<file path="src/rtl/fwd_hazard_scoreboard.sv">
// -----------------------------------------------------------------------------
// fwd_hazard_scoreboard
//
// Scoreboard-based hazard and forwarding unit that sits beside the ID/EX
// pipeline register.
//
// Each architectural register (except x0) has an entry that records:
//   - whether a write to it is in flight,
//   - how many stages past EX that write currently is,
//   - the result latency of its producer.
//
// At issue time the unit decides whether the instruction in ID must stall.
// A stall is needed when a source's producer has not yet reached the stage
// where its result becomes forwardable. Otherwise the unit picks a forward
// source for each operand. The picks are registered, so they drive the EX
// operand muxes in the following cycle.
//
// Ports:
//   clk, rst            clock, synchronous active-high reset
//   pipe_freeze         global freeze; all state holds
//   flush               kills this cycle's candidate issue
//   iss_valid           instruction in ID requests issue
//   iss_rs1/_used       source 1 index and read enable
//   iss_rs2/_used       source 2 index and read enable
//   iss_we, iss_rd      destination write enable and index
//   iss_lat             stages after EX until the result is forwardable
//   hazard_stall        combinational stall request (hold IF/ID, bubble EX)
//   ex_fwd_a/b          registered operand source for the EX instruction
//                       (0 = regfile, k = pipeline register k stages ahead)
//   stall_cnt           saturating count of stall cycles
// -----------------------------------------------------------------------------
module fwd_hazard_scoreboard #(
    parameter int NUM_REGS  = 32,
    parameter int IDX_W     = 5,
    parameter int FWD_DEPTH = 2,
    parameter int SEL_W     = $clog2(FWD_DEPTH + 1)
) (
    input  logic             clk,
    input  logic             rst,
    input  logic             pipe_freeze,
    input  logic             flush,
    input  logic             iss_valid,
    input  logic [IDX_W-1:0] iss_rs1,
    input  logic             iss_rs1_used,
    input  logic [IDX_W-1:0] iss_rs2,
    input  logic             iss_rs2_used,
    input  logic             iss_we,
    input  logic [IDX_W-1:0] iss_rd,
    input  logic [SEL_W-1:0] iss_lat,
    output logic             hazard_stall,
    output logic [SEL_W-1:0] ex_fwd_a,
    output logic [SEL_W-1:0] ex_fwd_b,
    output logic [31:0]      stall_cnt
);

    localparam logic [SEL_W:0] DEPTH_C = (SEL_W + 1)'(FWD_DEPTH);

    // Per-register scoreboard. Entry 0 is never written, because the write
    // enable excludes rd == 0, so it stays idle after reset.
    logic             busy_q [NUM_REGS];
    logic             busy_d [NUM_REGS];
    logic [SEL_W:0]   dist_q [NUM_REGS];
    logic [SEL_W:0]   dist_d [NUM_REGS];
    logic [SEL_W-1:0] lat_q  [NUM_REGS];
    logic [SEL_W-1:0] lat_d  [NUM_REGS];

    logic [SEL_W-1:0] fwd_a_q, fwd_a_d;
    logic [SEL_W-1:0] fwd_b_q, fwd_b_d;
    logic [31:0]      stall_cnt_q, stall_cnt_d;

    // Source checks read only the current state, never this cycle's update.
    // As a result, an instruction whose rd equals one of its own sources sees
    // the older producer.
    logic             rs1_hit, rs2_hit;
    logic             rs1_stall, rs2_stall;
    logic [SEL_W-1:0] rs1_sel, rs2_sel;
    logic             accept;
    logic             wr_en;

    assign rs1_hit   = iss_rs1_used && (iss_rs1 != '0) && busy_q[iss_rs1];
    assign rs2_hit   = iss_rs2_used && (iss_rs2 != '0) && busy_q[iss_rs2];
    assign rs1_stall = rs1_hit && (dist_q[iss_rs1] < {1'b0, lat_q[iss_rs1]});
    assign rs2_stall = rs2_hit && (dist_q[iss_rs2] < {1'b0, lat_q[iss_rs2]});

    // A busy entry's distance never exceeds FWD_DEPTH, so it fits in SEL_W bits.
    assign rs1_sel = rs1_hit ? dist_q[iss_rs1][SEL_W-1:0] : '0;
    assign rs2_sel = rs2_hit ? dist_q[iss_rs2][SEL_W-1:0] : '0;

    // Stall does not depend on freeze, so ID sees a stable answer while frozen.
    assign hazard_stall = iss_valid && !flush && !rst && (rs1_stall || rs2_stall);
    assign accept       = iss_valid && !hazard_stall && !flush && !pipe_freeze;
    assign wr_en        = accept && iss_we && (iss_rd != '0);

    always_comb begin
        for (int r = 0; r < NUM_REGS; r++) begin
            busy_d[r] = busy_q[r];
            dist_d[r] = dist_q[r];
            lat_d[r]  = lat_q[r];
            // Age in-flight writes. Once a write would move past the last
            // forwarding stage, it has reached the regfile and is retired.
            if (busy_q[r]) begin
                if (dist_q[r] >= DEPTH_C) begin
                    busy_d[r] = 1'b0;
                    dist_d[r] = '0;
                end else begin
                    dist_d[r] = dist_q[r] + 1'b1;
                end
            end
            // A new producer replaces any older in-flight write (WAW).
            if (wr_en && (iss_rd == IDX_W'(r))) begin
                busy_d[r] = 1'b1;
                dist_d[r] = (SEL_W + 1)'(1);
                lat_d[r]  = iss_lat;
            end
        end
    end

    always_comb begin
        fwd_a_d     = accept ? rs1_sel : '0;
        fwd_b_d     = accept ? rs2_sel : '0;
        stall_cnt_d = stall_cnt_q;
        if (hazard_stall && (stall_cnt_q != 32'hFFFF_FFFF)) begin
            stall_cnt_d = stall_cnt_q + 32'd1;
        end
    end

    always_ff @(posedge clk) begin
        if (rst) begin
            for (int r = 0; r < NUM_REGS; r++) begin
                busy_q[r] <= 1'b0;
                dist_q[r] <= '0;
                lat_q[r]  <= '0;
            end
            fwd_a_q     <= '0;
            fwd_b_q     <= '0;
            stall_cnt_q <= '0;
        end else if (!pipe_freeze) begin
            for (int r = 0; r < NUM_REGS; r++) begin
                busy_q[r] <= busy_d[r];
                dist_q[r] <= dist_d[r];
                lat_q[r]  <= lat_d[r];
            end
            fwd_a_q     <= fwd_a_d;
            fwd_b_q     <= fwd_b_d;
            stall_cnt_q <= stall_cnt_d;
        end
    end

    assign ex_fwd_a  = fwd_a_q;
    assign ex_fwd_b  = fwd_b_q;
    assign stall_cnt = stall_cnt_q;

endmodule

</file>
<file path="config.mk">
export PLATFORM = sky130hd
export DESIGN_NAME = fwd_hazard_scoreboard
export DESIGN_NICKNAME = d
export VERILOG_FILES = /design/src/rtl/fwd_hazard_scoreboard.sv
export SDC_FILE = /design/constraint.sdc
export NUM_CORES = 1
export LEC_CHECK = 0
export ABC_AREA = 1
export ABC_CLOCK_PERIOD_IN_PS = 13200
export CORE_MARGIN = 2
export CORE_UTILIZATION = 35
export DETAILED_ROUTE_END_ITERATION = 6
export GPL_TIMING_DRIVEN = 0
export PLACE_DENSITY_LB_ADDON = 0.12
export SLEW_MARGIN = 20
export SYNTH_ARGS = -nofsm -noshare
export SYNTH_HDL_FRONTEND = slang
export SYNTH_SLANG_ARGS = --single-unit
export TNS_END_PERCENT = 30
</file>
<file path="constraint.sdc">
create_clock -name clk -period 13.2 [get_ports clk]
set_input_delay 3.3 -clock clk [delete_from_list [all_inputs] [get_ports clk]]
set_output_delay 3.3 -clock clk [all_outputs]
set_load 0.03 [all_outputs]
</file>
# [Word-level counts from Yosys, hierarchy flattened]
# Memory sizes are Yosys's and may differ from the RTL's.
# Cells that the tools add are included.
[classes] addsub=33 n_lt_le_gt_ge=34 n_eq_ne=64 n_mux=329 bitwise_logic=97 n_reduce_logical=89
[ops] op="$mux W3" count=128
[ops] op="$mux W2" count=68
[ops] op="$mux W1" count=133
[ops] op="$add A3 B1 Y3 const B" count=32
[ops] op="$ge A3 B2 Y1 const B" count=32
[ops] op="$or A1 B1 Y1" count=96
[ops] op="$eq A5 B5 Y1 const B" count=16
[ops] op="$reduce_and A2 Y1" count=33
[ops] op="$logic_and A1 B1 Y1" count=47
[ops] op="$eq A5 B4 Y1 const B" count=8
[ops] op="$add A32 B1 Y32 const B" count=1
[ops] op="$ne A1 B1 Y1 const B" count=32
[ops] op="$ne A32 B32 Y1 const B" count=1
[ops] op="$eq A5 B3 Y1 const B" count=4
[ops] op="$reduce_bool A5 Y1" count=3
[ops] op="$eq A5 B2 Y1 const B" count=2
[ops] op="$lt A3 B2 Y1" count=2
[ops] op="$eq A5 B1 Y1 const B" count=1
[ops] op="$logic_not A5 Y1" count=1
[ops] op="$logic_not A1 Y1" count=4
[ops] op="$logic_or A1 B1 Y1" count=1
[ops] op="$not A1 Y1" count=1
[totals] register_bits=36 ramBits=192 word_cells=652 mem_count=3
[memory_table] memory="dist_q" depth=32 word_bits=3 rd=34 rd_ports_with_merged_regs=0 write_ports=32 line_no="62" text="logic [SEL_W:0] dist_q [NUM_REGS];"
[memory_table] memory="lat_q" depth=32 word_bits=2 rd=2 rd_ports_with_merged_regs=0 write_ports=32 line_no="64" text="logic [SEL_W-1:0] lat_q [NUM_REGS];"
[memory_table] memory="busy_q" depth=32 word_bits=1 rd=34 rd_ports_with_merged_regs=0 write_ports=32 line_no="60" text="logic busy_q [NUM_REGS];"

# [Longest topological paths before layout]
# Gate-level depths: netlist (run 1).
[logic_depth] ltp_word=16 mapped_depth=25 ltp_nobuf=20

# [Worst setup path after synthesis (run 1)]
# Ideal clock, no wire load.
[synth_path] path_type="in2out" start="input iss_rs1[0]" end="output hazard_stall" arrival_time_ps=5724 t_required_ps=9900 setup_slack_ps=4176 path_stages=18 n_path_buf=5 path_cell_list="buf_4 clkinv_2 buf_2 clkbuf_1 buf_2 clkbuf_1 o21ai_0 o221ai_1 nand3_1 a32o_1 ha_1 inv_1 nand2_1 nor2_1 nand2_1 nand2_1 nand2_2 inv_1"
[synth_via] elab_chain_len=6 elab_cells_between_ends=10 cone_classes="order compare: 1; reduce/logical: 6; memory: 3"
[synth_lines] item="start: declaration" line_no="43" text="input logic [IDX_W-1:0] iss_rs1,"
[synth_lines] item="parallel branches: the longest is 3 deep, another holds $mem_v2 Z32 W3"
[synth_lines] item="$logic_and A1 B1 Y1 (*)" line_no="82" text="assign rs1_stall = rs1_hit && (dist_q[iss_rs1] < {1'b0, lat_q[iss_rs1]});"
[synth_lines] item="$logic_or A1 B1 Y1 (*)" line_no="90" text="assign hazard_stall = iss_valid && !flush && !rst && (rs1_stall || rs2_stall);"
[synth_lines] item="$logic_and A1 B1 Y1 (*)" line_no="90"
[synth_lines] item="end: declaration" line_no="50" text="output logic hazard_stall,"
# Every way passes the cells marked *.

# [Worst setup path after layout (run 1)]
[layout_path] start="input iss_rs2[0]" end="output hazard_stall"
[layout_via] elab_chain_len=6 elab_cells_between_ends=10 cone_classes="order compare: 1; reduce/logical: 6; memory: 3"
[layout_lines] item="start: declaration" line_no="45" text="input logic [IDX_W-1:0] iss_rs2,"
[layout_lines] item="parallel branches: the longest is 3 deep, another holds $mem_v2 Z32 W3"
[layout_lines] item="$logic_and A1 B1 Y1 (*)" line_no="83" text="assign rs2_stall = rs2_hit && (dist_q[iss_rs2] < {1'b0, lat_q[iss_rs2]});"
[layout_lines] item="$logic_or A1 B1 Y1 (*)" line_no="90"
[layout_lines] item="$logic_and A1 B1 Y1 (*)" line_no="90"
# Marked as above.

==> flow_summary.toml, run 1 <==
[yosys]
ys_types = 39
synthCells = 2067
yosysWarnings = 0
synthAdderAreaFrac = 0.0495
synth-simple-area-share = 0.317
synth_compound_area_frac = 0.104
synth_area_per_cell_um2 = 7.34
ys_seq_area_frac = 0.428
synth_xor_area_frac = 0.0144
synthMuxAreaShare = 0
synth.ff_latch_count = 228
synth_area_um2 = 15200
synth_top_family_by_area = "simple AND/OR/NAND/NOR gates"

[pwr]
p_leak_nw = 7.00
p_per_area_nw_per_um2 = 112
total_power_mw = 1.95
peakVddDrop_uv = 85.3

[timing]
setup_viol = 0
slew_viol_final = 0
post-route-min-period_ns = 11.74
report.final.hold_viol_count = 0
fmax_ghz = 0.0852
period_share = 0.889
tightest_slew_ns = 1.19
maxSlewHeadroom = 0.205
skew_ns = 0.0249
rsz0062_at_grt = "no"
finalSetupTns_ns = 0

[global_route]
overflow = 0
grt_pass1_wl_um = 99600
grt_pass1_vias = 14400
grt_usage = 0.309
grt_start_max_net_pins = 42
antenna_found_initial = 0

[finish]
final_cell_mix = "nand2_1, nor2_1, nand3_1"
layout.nets = 2239
layout_commonest_cell = "nand2_1"
antenna_cells = 0
layoutNonFillerInstCount = 2759
synthToLayoutAreaGrowth_pct = 14.5
drive_above_1_share = 0.0566
nFillCells = 4546

[critical_path]
crit_type = "in -> out"
cp_common_cell = "nand2_1"
end_kind = "output port"
critPathSlowestCell = "clkbuf_1"
cp.required_ns = 9.90
crit_path_max_incr_delay_ns = 0.67
crit_path_cell_trace = "clkdlybuf4s50_1, inv_2, buf_4, buf_2, clkbuf_1, clkbuf_1, a21oi_1, o21ai_0, o211ai_1, nand3_1, nand3_1, o21ai_0, ha_1, nand2_1, nand2_1, nand2_1, nand2_2, inv_1, clkdlybuf4s50_1"
cp_data_arrival_time_ns = 8.44
crit_buf_inv = 8
cp_max_fo = 10
critPathLaunchType = "input port"
critical_path.top_delay_family = "buffers and inverters"

[drt]
vias = 15400
postRouteAntennaNets = 0
drt-total-wl_um = 69600
drtIter0Drc = 1947
avgRoutedWirePerCell_um = 25.2
drt_pass1_iterations = 6
avgViaCountPerCell = 5.57
route.detailed.drc = 0

[placement]
portBuffers = 56
dp_cells = 2710
dp_hpwl_um = 52400
gp_congestion = 1.03

[cts]
clock_sinks = 228
path_clk_slew_ns = 0.06
cts_tree = "built"
cts_setup_buffers = 0
clockRootBuffer = "clkbuf_16"
htreeDepth = 1
cts_made_buffers = 27
post_cts_resize_count = 0
clock_path_buffers = 3
insertion_delay_ns = 0.57
cts_hold_buffers = 0

[floorplanning]
core_um2 = 42900
die_h_um = 212
die_x_um = 212
fp-row-count = 76
ios = 62
die_area_um2 = 45000
start_util = 0.354

[min_path]
min_path_type = "reg -> reg"

[status]
status = "finished, final reports clean"

[run]
maxCapViolCount = 0
## power breakdown
group          leakage [nW]  switching, mW  total (mW)  internal [mW]
Sequential             2.26         0.0469       0.876          0.829
Combinational          4.33          0.227       0.313         0.0859
Clock                 0.413          0.317       0.757          0.440
Total                  7.00          0.590        1.95           1.35
## metrics by stage
stage,util,area [µm²],worst slack (ns),hold slack [ns]
floorplan,-,15200,4.18,0.545
global placement,0.384,16500,1.62,0.442
detailed placement,0.384,16500,1.66,0.445
CTS,0.405,17400,1.66,0.460
global route,0.405,17400,1.36,0.477
finish,0.405,17400,1.46,0.456
## final timing paths
path | from | to | slack [ns] | cells past startpoint
worst max-delay path | iss_rs2[0] | hazard_stall | 1.46 | 19
worst min-delay path | ex_fwd_b[1]$_SDFFE_PP0N_ | ex_fwd_b[1]$_SDFFE_PP0N_ | 0.46 | 2
worst max register to register | dist_q[29][1]$_SDFFCE_PP0P_ | lat_q[6][0]$_SDFFCE_PN0P_ | 8.99 | 16
worst min register to register | ex_fwd_b[1]$_SDFFE_PP0N_ | ex_fwd_b[1]$_SDFFE_PP0N_ | 0.46 | 2
## final cells by class
cell class                      instances  area [µm²]  share of cell area
Buffer                                113         557              0.0321
Clock buffer                           35         716              0.0412
Clock inverter                         14         155             0.00894
Inverter                              206         774              0.0446
Multi-Input combinational cell       1521        7360               0.424
Sequential cell                       228        6490               0.374
Tap cell                              585         732              0.0422
Timing Repair Buffer                   57         576              0.0332
## routing by layer
metal	part of all wire	vias to the layer above	track usage	routed length [µm]
met5	0	-	0	0
met4	0.038	0	0.114	2650
met3	0.095	138	0.0541	6650
met2	0.42	835	0.459	29200
met1	0.45	7357	0.448	31100
li1	-	7046	-	-
## registers in the layout, summed over array words and instances, names as in the netlist
name and cells:
ex_fwd_a 2, dist_q 96, ex_fwd_b 2, lat_q 64, stall_cnt 32, busy_q 32
## synthesized netlist by cell type, drive strengths merged
cell	count	share of area
xor2	21	0.012
o211ai	22	0.011
buf	55	0.022
a21oi	98	0.032
clkbuf	58	0.014
conb	1	0.00025
a32oi	1	0.00058
dfxtp	36	0.048
ha	60	0.050
nor3	63	0.021
nand3	212	0.071
a31oi	2	0.00082
inv	200	0.050
nand4	10	0.0041
nand3b	5	0.0025
o22ai	11	0.0045
o21ai	144	0.048
xnor2	4	0.0023
nor2	235	0.058
nor4	22	0.0091
o221ai	10	0.0058
nor3b	1	0.00050
a32o	1	0.00066
edfxtp	192	0.38
nand2	595	0.15
a2bb2oi	1	0.00058
or3	1	0.00041
clkinv	6	0.0016
## tightest hold or removal path: stages, from the launching register on
cell     delay, ns
dfxtp_1       0.32
nand2_1       0.05
o21ai_0       0.05
## logic make-up (layout without fill, tap and decap cells)
group / after synthesis / after routing
adders and majority gates: 60 / 60
AOI/OAI and AO/OA: 290 / 290
DFF: 228 / 228
other: 1 / 2
and+or+nand+nor: 1144 / 1144
buffers and inverters: 319 / 425
xor gates and xnor gates: 25 / 25
Power figures use the tool's default switching activity.
==> run 2: changes to the inputs <==
--- a/config.mk
+++ b/config.mk
@@ -12,7 +12,7 @@
 export DETAILED_ROUTE_END_ITERATION = 6
 export GPL_TIMING_DRIVEN = 0
 export PLACE_DENSITY_LB_ADDON = 0.12
-export SLEW_MARGIN = 20
+export SLEW_MARGIN = 0
 export SYNTH_ARGS = -nofsm -noshare
 export SYNTH_HDL_FRONTEND = slang
 export SYNTH_SLANG_ARGS = --single-unit
==> run 2 against run 1 <==
  * Maximum frequency barely moved
  * Sequential share of layout area up 0.13 points
  * Sequential power is essentially flat
  * Combinational power is essentially flat
  * Clock power fell by 5.8%
  * Critical endpoint unchanged
  * Cell count decreased by 0.14%
  * Highest routed layer unchanged
  * Worst hold slack got worse by 0.0038 ns
  * Global-route usage grew 0.27 points
  * Register-to-register slack hardly changed
==> flow_summary.toml, run 2 (synthesis results as in run 1) <==
[status]
status = "finished, final reports clean"

[pwr]
p_int_mw = 1.32
netSwitchingFraction = 0.305
seqPwrFrac = 0.461
total_power_mw = 1.90
peakVddDrop_uv = 94.6
combPwrFrac = 0.165
power_switching_mw = 0.580
p_leak_nw = 6.99
p_per_area_nw_per_um2 = 110
power_frac_clock = 0.375

[floorplanning]
fp-row-count = 76
ios = 62
die_h_um = 212
core_um2 = 42900
die_x_um = 212
die_area_um2 = 45000
start_util = 0.354

[drt]
avgRoutedWirePerCell_um = 25.3
vias = 15400
route.detailed.drc = 0
drtIter0Drc = 1793
postRouteAntennaNets = 0
drt-total-wl_um = 69800
avgViaCountPerCell = 5.57
drt_pass1_iterations = 6

[critical_path]
critPathLaunchType = "input port"
crit_type = "in -> out"
end_kind = "output port"
cp_max_fo = 10
reg2reg_depth = 16
r2r-end = "lat_q[6][1]$_SDFFCE_PN0P_"
crit_path_cell_trace = "clkdlybuf4s50_1, inv_2, buf_4, buf_2, clkbuf_1, clkbuf_1, a21oi_1, o21ai_0, o211ai_1, nand3_1, nand3_1, o21ai_0, ha_1, nand2_1, nand2_1, nand2_1, nand2_2, inv_1, clkdlybuf4s50_1"
critPathSlowestCell = "clkdlybuf4s50_1"
cp.required_ns = 9.90
regToRegSetupSlack_ns = 9.00
rr_startpoint = "dist_q[29][1]$_SDFFCE_PP0P_"
crit_path_max_incr_delay_ns = 0.67
cp_common_cell = "nand2_1"
cp_data_arrival_time_ns = 8.43

[global_route]
grt_usage = 0.312
grt_start_max_net_pins = 24
grt_pass1_vias = 14500
grt_pass1_wl_um = 101000
overflow = 0
antenna_found_initial = 1

[cts]
path_clk_slew_ns = 0.05
post_cts_resize_count = 0
insertion_delay_ns = 0.57
cts_tree = "built"
htreeDepth = 1
clockRootBuffer = "clkbuf_16"
cts_setup_buffers = 0
clock_path_buffers = 3
cts_made_buffers = 27
clock_sinks = 228
cts_hold_buffers = 0

[timing]
tightest_slew_ns = 1.34
maxSlewHeadroom = 0.102
post-route-min-period_ns = 11.73
setup_viol = 0
slew_viol_final = 0
rsz0062_at_grt = "no"
report.final.hold_viol_count = 0
skew_ns = 0.0137
finalSetupTns_ns = 0
period_share = 0.889
fmax_ghz = 0.0852

[run]
maxCapViolCount = 0

[finish]
layout_commonest_cell = "nand2_1"
nFillCells = 4585
regMostFlops = "dist_q"
largest_reg_flops = 96
synthToLayoutAreaGrowth_pct = 14.1
design_area_um2 = 17300
drive_above_1_share = 0.0539
top_regs = "dist_q: 96 flops, lat_q: 64 flops"
fin_util = 0.403
antenna_cells = 0
layout.nets = 2240
final_cell_mix = "nand2_1, nor2_1, nand3_1"

[min_path]
hold_depth = 2
min_delay_worst_endpoint = "ex_fwd_b[0]$_SDFFE_PP0N_"
hp-start = "ex_fwd_b[0]$_SDFFE_PP0N_"
min_path_type = "reg -> reg"

[placement]
portBuffers = 56
dp_hpwl_um = 52600
gp_congestion = 1.03
placed_cell_area_um2 = 16500
[run 2: changes by cell type in the layout (fill, tap and decap cells not counted), moves of 2 or more]
cell / change
clkbuf_1: -2
clkinv_1: +3
clkinv_4: -2
clkinvlp_4: -3
[run 2: layout make-up]
cell class,instances,area [µm²],area share
multi-input combinational,1521,7360,0.426
inverter,206,774,0.0448
buffer,113,554,0.0320
tap,585,732,0.0423
clock inverter,12,101,0.00586
timing repair buffer,58,596,0.0344
sequential,228,6490,0.375
clock buffer,32,694,0.0401
[run 2: worst max-delay path, delay by kind of cell]
family | cells | cell delay (ns)
AOI/OAI and AO/OA | 4 | 0.74
buffers and inverters | 8 | 3.16
adders and majority gates | 1 | 0.31
and+or+nand+nor | 6 | 0.90
[run 2: worst max path at each step]
stage	from	depth (start not counted)	to	slack (ns)
final	iss_rs2[0]	19	hazard_stall	1.47
after global routing	iss_rs2[0]	20	hazard_stall	1.39
after CTS	iss_rs2[0]	19	hazard_stall	1.69
after detailed placement	iss_rs2[0]	19	hazard_stall	1.71
after global placement	iss_rs2[0]	19	hazard_stall	1.62
after floorplan	iss_rs1[0]	18	hazard_stall	4.18
[run 2: metal layers]
metal,GRT usage,vias up,part of all wire
met2,0.466,822,0.43
met4,0.101,0,0.031
li1,-,7039,-
met1,0.453,7376,0.45
met5,0,-,0
met3,0.0576,116,0.098
[run 2: power groups by stage]
stage	combinational [mW]	clock, mW	sequential, mW
after global routing	0.339	0.750	0.880
after floorplan	0.186	0	0.866
after global placement	0.299	0	0.889
after CTS	0.303	0.721	0.875
after detailed placement	0.301	0	0.889
final	0.314	0.713	0.876
[run 2: through the flow]
stage	hold WS (ns)	setup WS [ns]	cells
final	0.452	1.47	2755
after global routing	0.475	1.39	2755
after CTS	0.459	1.69	2755
after detailed placement	0.444	1.71	2711
after global placement	0.442	1.62	2709
after floorplan	0.545	4.18	2068
==> run 3: changes to the inputs <==
--- a/config.mk
+++ b/config.mk
@@ -11,6 +11,7 @@
 export CORE_UTILIZATION = 35
 export DETAILED_ROUTE_END_ITERATION = 6
 export GPL_TIMING_DRIVEN = 0
+export MAX_ROUTING_LAYER = met4
 export PLACE_DENSITY_LB_ADDON = 0.12
 export SLEW_MARGIN = 0
 export SYNTH_ARGS = -nofsm -noshare
==> run 3 against run 2 <==
  * Power grew 3.5%
  * Critical path depth is the same
  * Final area up 0.67%
  * Sequential cell count is the same
  * Sequential power about the same
  * Sequential share of layout area decreased by 0.25 points
  * Routed wire length grew 0.87%
  * Die area stayed put
  * Worst hold slack improved by 0.0060 ns
  * Global-route usage up 0.94 points
  * Critical path type unchanged
  * Critical endpoint unchanged
==> flow_summary.toml, run 3 (synthesis results as in run 1) <==
[cts]
cts_made_buffers = 28
clock_sinks = 228
cts_setup_buffers = 0
htreeDepth = 1
insertion_delay_ns = 0.59
cts_hold_buffers = 0
clockRootBuffer = "clkbuf_16"
clock_path_buffers = 3
cts_tree = "built"
path_clk_slew_ns = 0.06
post_cts_resize_count = 0

[status]
status = "finished, final reports clean"

[finish]
layoutNonFillerInstCount = 2763
drive_above_1_share = 0.0574
largest_reg_flops = 96
fin_util = 0.406
register_area_um2 = 6490
layout_commonest_cell = "nand2_1"
top_regs = "dist_q: 96 flops, lat_q: 64 flops"
multi_input_area_um2 = 7360
regMostFlops = "dist_q"
synthToLayoutAreaGrowth_pct = 14.8
nFillCells = 4518
final_cell_mix = "nand2_1, nor2_1, nand3_1"
layout.nets = 2241
antenna_cells = 0

[global_route]
grt_usage = 0.321
grt_pass1_vias = 14300
grt_util_met3 = 0.0431
grt_pass1_wl_um = 100000
overflow = 0
gr-max-usage-layer = "met2"
use_met2 = 0.470
grt_start_max_net_pins = 23
use_met1 = 0.460
antenna_found_initial = 1

[drt]
route.detailed.drc = 0
drt-total-wl_um = 70400
vias = 15400
postRouteAntennaNets = 0
avgViaCountPerCell = 5.59
drt_pass1_iterations = 6
avgRoutedWirePerCell_um = 25.5
drtIter0Drc = 1828

[pwr]
seqPwrFrac = 0.445
combPwrFrac = 0.160
netSwitchingFraction = 0.304
power_switching_mw = 0.599
p_int_mw = 1.37
p_leak_nw = 7.04
peakVddDrop_uv = 98.6
power_frac_clock = 0.395
p_per_area_nw_per_um2 = 113

[min_path]
min_delay_worst_endpoint = "ex_fwd_b[0]$_SDFFE_PP0N_"
hp-start = "ex_fwd_b[0]$_SDFFE_PP0N_"
min_path_type = "reg -> reg"
hold_depth = 2

[placement]
gp_congestion = 1.03
dp_cells = 2711
dp_hpwl_um = 53300
preCtsSetupSlack_ns = 1.57
portBuffers = 56

[critical_path]
reg2reg_depth = 16
cp_data_arrival_time_ns = 8.54
r2r-end = "dist_q[4][2]$_SDFFCE_PP0P_"
regToRegSetupSlack_ns = 9.03
cp.required_ns = 9.90
rr_startpoint = "dist_q[14][1]$_SDFFCE_PP0P_"
end_kind = "output port"
critPathLaunchType = "input port"
crit_type = "in -> out"
cp_max_fo = 10

[floorplanning]
die_h_um = 212
fp-row-count = 76
ios = 62
start_util = 0.354
die_area_um2 = 45000
die_x_um = 212
core_um2 = 42900

[timing]
skew_ns = 0.0432
rsz0062_at_grt = "no"
period_share = 0.897
setup_ws_ns = 1.36
report.final.hold_viol_count = 0
finalSetupTns_ns = 0
tightest_slew_ns = 1.37
fmax_ghz = 0.0845
slew_viol_final = 0
post-route-min-period_ns = 11.84
maxSlewHeadroom = 0.0862
setup_viol = 0
holdWs_ns = 0.458

[run]
maxCapViolCount = 0
-- run 3: cell types whose count changed in the layout (fill, tap and decap cells not counted), sizes merged --
cell    previous run  this run
clkbuf            90        93
bufinv             2         3
inv              200       202
clkinv            16        18
-- run 3: worst max-delay path: stages --
cell and delay [ns]:
clkdlybuf4s50_1 0.55, inv_2 0.11, buf_4 0.19, buf_2 0.36
clkbuf_1 0.67, clkbuf_1 0.62, a21oi_1 0.12, o21ai_0 0.11
o211ai_1 0.13, nand3_1 0.15, nand3_1 0.11, o21ai_0 0.37
ha_1 0.31, nand2_1 0.07, nand2_1 0.06, nand2_1 0.28
nand2_2 0.22, inv_1 0.10, clkdlybuf4s50_1 0.67
-- run 3: worst max-delay path by stage --
| stage | end | cells past startpoint | start | slack, ns |
|---|---|---|---|---|
| 6_report | hazard_stall | 19 | iss_rs2[0] | 1.36 |
| 2_1_floorplan | hazard_stall | 18 | iss_rs1[0] | 4.18 |
| 5_1_grt | hazard_stall | 20 | iss_rs2[0] | 1.39 |
| 4_1_cts | hazard_stall | 19 | iss_rs2[0] | 1.56 |
| 3_5_place_dp | hazard_stall | 19 | iss_rs2[0] | 1.57 |
| 3_3_place_gp | hazard_stall | 19 | iss_rs2[0] | 1.55 |
-- run 3: per-stage QoR --
| stage | total power, mW | cell area [µm²] |
|---|---|---|
| global route | 2.04 | 17400 |
| finish | 1.97 | 17400 |
| floorplan | 1.05 | 15200 |
| global placement | 1.19 | 16500 |
| CTS | 1.97 | 17400 |
| detailed placement | 1.19 | 16500 |
-- run 3: area by class of cell --
cell class | count | area share
inverter | 206 | 0.0445
sequential | 228 | 0.372
tap | 585 | 0.0420
clock buffer | 35 | 0.0423
buffer | 113 | 0.0318
timing repair buffer | 58 | 0.0342
clock inverter | 17 | 0.0101
multi-input combinational | 1521 | 0.423
-- run 3: layer usage --
metal | up-vias | part of all wire
met4 | 0 | 0.036
met3 | 148 | 0.086
met2 | 787 | 0.42
li1 | 7064 | -
met5 | - | 0
met1 | 7446 | 0.46
-- run 3: power by group through the flow --
stage	Clock, mW	Sequential [mW]	Combinational (mW)
detailed placement	0	0.889	0.303
finish	0.778	0.876	0.315
global route	0.818	0.879	0.338
CTS	0.790	0.874	0.305
global placement	0	0.888	0.301
floorplan	0	0.866	0.186
